## src/rtl/sfq_and_pkg.sv

```systemverilog
// Shared types for the clocked RSFQ AND cell model.
package sfq_and_pkg;

    // Bit 0 = A stored, bit 1 = B stored.
    typedef enum logic [1:0] {
        S0 = 2'b00,
        S1 = 2'b01,
        S2 = 2'b10,
        S3 = 2'b11
    } sfq_and_state_t;

    localparam int SYNC_STAGES_MIN = 2;
    localparam int SYNC_STAGES_MAX = 4;

    // Pack the stored-data flags {B, A} into a state value.
    function automatic sfq_and_state_t pack_state(input logic i_b, input logic i_a);
        return sfq_and_state_t'({i_b, i_a});
    endfunction

endpackage

```

## src/rtl/sfq_pulse_detect.sv

```systemverilog
// Synchronizer plus toggle-edge detector: any level change on i_lvl
// becomes a single-cycle o_pulse after the synchronizer delay.
module sfq_pulse_detect #(
    parameter int SYNC_STAGES = 2
) (
    input  logic i_clk,
    input  logic i_rst_n,
    input  logic i_lvl,
    output logic o_pulse
);

    logic [SYNC_STAGES-1:0] r_sync;
    logic                   r_prev;

    // Shift the async level through the synchronizer and remember the last settled level.
    always_ff @(posedge i_clk or negedge i_rst_n) begin
        if (!i_rst_n) begin
            r_sync <= '0;
            r_prev <= 1'b0;
        end else begin
            r_sync <= {r_sync[SYNC_STAGES-2:0], i_lvl};
            r_prev <= r_sync[SYNC_STAGES-1];
        end
    end

    assign o_pulse = r_sync[SYNC_STAGES-1] ^ r_prev;

endmodule

```

## src/rtl/sfq_and_cell.sv

```systemverilog
// Clocked RSFQ AND cell: latches A/B pulses between SFQ clock pulses and
// fires a toggle on out when both were present at the clock pulse.
module sfq_and_cell
    import sfq_and_pkg::*;
#(
    parameter int SYNC_STAGES = 2   // legal range SYNC_STAGES_MIN..SYNC_STAGES_MAX
) (
    input  logic       clk,
    input  logic       rst_n,
    input  logic       a,
    input  logic       b,
    input  logic       sfq_clk,
    output logic       out,
    output logic       out_pulse,
    output logic       err_a,
    output logic       err_b,
    output logic [1:0] state
);

    logic [1:0]     r_rst_sync;
    logic           w_rst_n;
    logic           w_pa, w_pb, w_pc;
    sfq_and_state_t r_state, w_state_nxt;
    logic           w_fire, w_err_a, w_err_b;
    logic           r_out, r_out_pulse, r_err_a, r_err_b;

    // Reset asserts immediately but releases synchronously to clk.
    always_ff @(posedge clk or negedge rst_n) begin
        if (!rst_n) r_rst_sync <= 2'b00;
        else        r_rst_sync <= {r_rst_sync[0], 1'b1};
    end

    assign w_rst_n = r_rst_sync[1];

    sfq_pulse_detect #(.SYNC_STAGES(SYNC_STAGES)) u_det_a (
        .i_clk(clk), .i_rst_n(w_rst_n), .i_lvl(a), .o_pulse(w_pa)
    );
    sfq_pulse_detect #(.SYNC_STAGES(SYNC_STAGES)) u_det_b (
        .i_clk(clk), .i_rst_n(w_rst_n), .i_lvl(b), .o_pulse(w_pb)
    );
    sfq_pulse_detect #(.SYNC_STAGES(SYNC_STAGES)) u_det_c (
        .i_clk(clk), .i_rst_n(w_rst_n), .i_lvl(sfq_clk), .o_pulse(w_pc)
    );

    // State register.
    always_ff @(posedge clk or negedge w_rst_n) begin
        if (!w_rst_n) r_state <= S0;
        else          r_state <= w_state_nxt;
    end

    // Next state: a clock pulse empties the cell and same-cycle data starts
    // the next period; otherwise data pulses OR into the stored flags
    // (a repeat pulse is absorbed, leaving the state as is).
    always_comb begin
        w_state_nxt = r_state;
        if (w_pc) w_state_nxt = pack_state(w_pb, w_pa);
        else      w_state_nxt = pack_state(w_pb | r_state[1], w_pa | r_state[0]);
    end

    // Output decode against the state held before this cycle.
    always_comb begin
        w_fire  = w_pc && (r_state == S3);
        w_err_a = !w_pc && w_pa && r_state[0];
        w_err_b = !w_pc && w_pb && r_state[1];
    end

    // Registered outputs: out toggles once per firing, strobes last one cycle.
    always_ff @(posedge clk or negedge w_rst_n) begin
        if (!w_rst_n) begin
            r_out       <= 1'b0;
            r_out_pulse <= 1'b0;
            r_err_a     <= 1'b0;
            r_err_b     <= 1'b0;
        end else begin
            r_out       <= r_out ^ w_fire;
            r_out_pulse <= w_fire;
            r_err_a     <= w_err_a;
            r_err_b     <= w_err_b;
        end
    end

    assign out       = r_out;
    assign out_pulse = r_out_pulse;
    assign err_a     = r_err_a;
    assign err_b     = r_err_b;
    assign state     = r_state;

endmodule

```

## config.mk

```make
export PLATFORM = sky130hd
export DESIGN_NAME = sfq_and_cell
export DESIGN_NICKNAME = d
export VERILOG_FILES = /design/src/rtl/sfq_and_pkg.sv /design/src/rtl/sfq_pulse_detect.sv /design/src/rtl/sfq_and_cell.sv
export SDC_FILE = /design/constraint.sdc
export NUM_CORES = 1
export LEC_CHECK = 0
export BUFFER_PORTS_ARGS = -buffer_cell sky130_fd_sc_hd__buf_2
export CORE_AREA = 2 2 39 41
export CTS_BUF_LIST = sky130_fd_sc_hd__clkbuf_8
export DETAILED_ROUTE_END_ITERATION = 10
export DIE_AREA = 0 0 41 43
export SLEW_MARGIN = 20
export SYNTH_ARGS = -nofsm -noshare
export SYNTH_HDL_FRONTEND = slang
export SYNTH_HIERARCHICAL = 1
export SYNTH_SLANG_ARGS = --single-unit
```

## constraint.sdc

```tcl
create_clock -name clk -period 0.8 [get_ports clk]
set_input_delay 0.12 -clock clk [delete_from_list [all_inputs] [get_ports clk]]
set_output_delay 0.12 -clock clk [all_outputs]
set_load 0.05 [all_outputs]
```

==> run metrics <==
outcome=finished, violations left; failing checks=negative setup slack; HP Class=reg -> async; pin count of the biggest net entering global routing=16; Area Growth Syn to Fin=42.1%; core area=between 0.001 and 0.0015 mm^2; RSZ-0062 raised after global routing=true; initial antenna violation count=0; Flop pwr share=0.490; sequential share of the synthesized area=0.823; number of global-route vias before repair=between 200 and 300; Yosys reg bits=17; fin util=0.531; switching pwr=between 0.5 and 0.6 mW; # diodes=0; CP Data Required Time=970 ps; Synthesis Warnings=6; clock skew=2.39 ps; final setup margin=-188 ps; Ports=11; fmax=1010 MHz; Switching Share=0.286; die height=43 um; Peak supply drop=1.46 mV; Synth Instances=28; die area=0.00176 mm^2; 1st-iter DRT viols=1; clock buffer count from CTS=3; Post-Route WL=683 um; DR vias=279; Netlist cell types=10; Port Buf Inserts=10; width of the chip=about 41 um; RePlAce Congestion=0.657; min cycle time layout=988 ps; Layout Nets=55; clk root buf=clkbuf_8; CTS tree=done; CP Class=reg -> reg; Setup crit start kind=flop; static leakage=between 0.3 and 0.4 nW; DRT antenna net count=0; Setup violations, final=12; grt met3 use=0.0471; grt met1 use=0.0989; Post-Syn Area per Cell=18.5 um^2; Power Density=2810 mW/mm^2; max_cap viols=0; design area=734 um^2; First-pass DRT Iterations=2; DP Worst Slack=-179 ps; internal power=roughly 1.5 mW; drt drc=0; DR WL/cell=10.5 um; Slew Viols, Final=0; Critical Path AT=1160 ps; initial core utilization=0.373; Worst setup EP type=flop; Max FO, Critical Path=2; drt via density=between 4 and 5; clock power share=0.283; clk sink count=17; count of final hold-check violations=0; Final period util=1.24; CTS max path bufs=2; row count=14; Clk pin slew, worst setup/hold paths=60 ps; combinational share of power=0.227; Synth Cell Area=517 um^2; placed cell area=597 um^2; worst-skew pair later-pin latency=240 ps; share of cells above drive strength 1=0.449; H-tree levels=1; Synthesized Nets=33; met2 GRT Util=0.169; Final HPWL DP=457 um; Top Usage Layer GRT=met2; Total Power=between 2 and 2.5 mW; first-pass GRT wire length=approximately 1200 um; total gr overflow=0; GRT Total Usage=0.106
[cell families (layout without fill, tap and decap cells)]
group                  Yosys count  count (layout)  synth area share
AND/OR/NAND/NOR                  3               3            0.0484
AO/OA/AOI/OAI                    2               2            0.0315
buffers and inverters            1              22           0.00726
flip-flops                      17              17             0.823
other                            1               1           0.00726
XOR/XNOR                         4               4            0.0823
[sequential cells by signal (all words and copies together), names as in the netlist]
| signal | flops |
|---|---|
| err_a | 1 |
| err_b | 1 |
| out | 1 |
| out_pulse | 1 |
| r_rst_sync | 2 |
| state | 2 |
| u_det_a/r_prev | 1 |
| u_det_a/r_sync | 2 |
| u_det_b/r_prev | 1 |
| u_det_b/r_sync | 2 |
| u_det_c/r_prev | 1 |
| u_det_c/r_sync | 2 |
[layout by cell type, fill, tap and decap left out]
master         instances
dfrtp_1               15
buf_6                  5
dlygate4sd3_1          4
buf_2                  4
buf_4                  4
clkbuf_8               3
xor2_1                 3
and3_4                 2
inv_1                  2
dfrtp_2                2
and3_1                 1
xor2_2                 1
a21o_1                 1
a21o_2                 1
conb_1                 1
[critical path, stage by stage, from the launching register on]
cell and delay [ps]:
dfrtp_1 370, xor2_1 200, and3_4 230, xor2_2 120
[stage by stage]
step | std cells | hold WS, ps | setup TNS [ps]
after floorplan | 28 | -176 | -593
final | 65 | 180 | -1580
after global placement | 55 | -95.6 | -693
after detailed placement | 55 | -94.5 | -854
after global routing | 65 | 184 | -2030
after CTS | 64 | 183 | -1680
[synthesized netlist by cell type]
master   number  area (um^2)
dfrtp_1      17          425
xor2_1        3         26.3
a21o_1        1         7.51
a21o_2        1         8.76
and3_1        1         6.26
and3_2        1         7.51
and3_4        1         11.3
conb_1        1         3.75
inv_1         1         3.75
xor2_2        1         16.3
[layer usage]
layer  part of all wire  vias to the layer above
li1                   -                      129
met1               0.38                      140
met2               0.55                       10
met3              0.066                        0
met4                  0                        0
met5                  0                        -
[cell type report]
type | instances | area, um^2
clock buffers | 3 | 41.3
clock inverters | 1 | 3.75
fillers | 126 | 649
inverters | 1 | 3.75
multi-input cells | 10 | 91.3
flip-flops and latches | 17 | 428
well taps | 16 | 20.0
repair buffers | 17 | 146
[power groups by stage]
stage               combinational (mW)  clock [mW]  sequential [mW]
floorplan                       0.0774           0             1.23
global placement                 0.375           0             1.02
detailed placement               0.379           0             1.02
CTS                              0.460       0.614             1.02
global route                     0.502       0.666             1.02
finish                           0.468       0.584             1.01
[path summary, 6_finish.rpt]
check                                              end  depth (start not counted)                startpoint  slack (ps)
setup / recovery                         out$_DFF_PN0_                          3  u_det_c/r_prev$_DFF_PN0_        -190
hold / removal             u_det_c/r_sync[0]$_DFF_PN0_                          1   r_rst_sync[1]$_DFF_PN0_         180
setup reg to reg                         out$_DFF_PN0_                          3  u_det_c/r_prev$_DFF_PN0_        -190
hold reg to reg            u_det_c/r_sync[0]$_DFF_PN0_                          1   r_rst_sync[1]$_DFF_PN0_         180
max in group asynchronous           state[1]$_DFF_PN0_                          1   r_rst_sync[1]$_DFF_PN0_         440
min in group clk               r_rst_sync[1]$_DFF_PN0_                          0   r_rst_sync[0]$_DFF_PN0_         350
[what timing repair did]
item | in CTS | in global routing
gates resized for setup | 12 | 0
endpoints found under the hold margin | 5 | 0
cloned | 0 | 0
hold buffers | 4 | 0
setup buffers | 1 | 1
endpoints found under the setup margin | 12 | 12
pin swaps | 2 | 0
(Power assumes the default switching activity.)
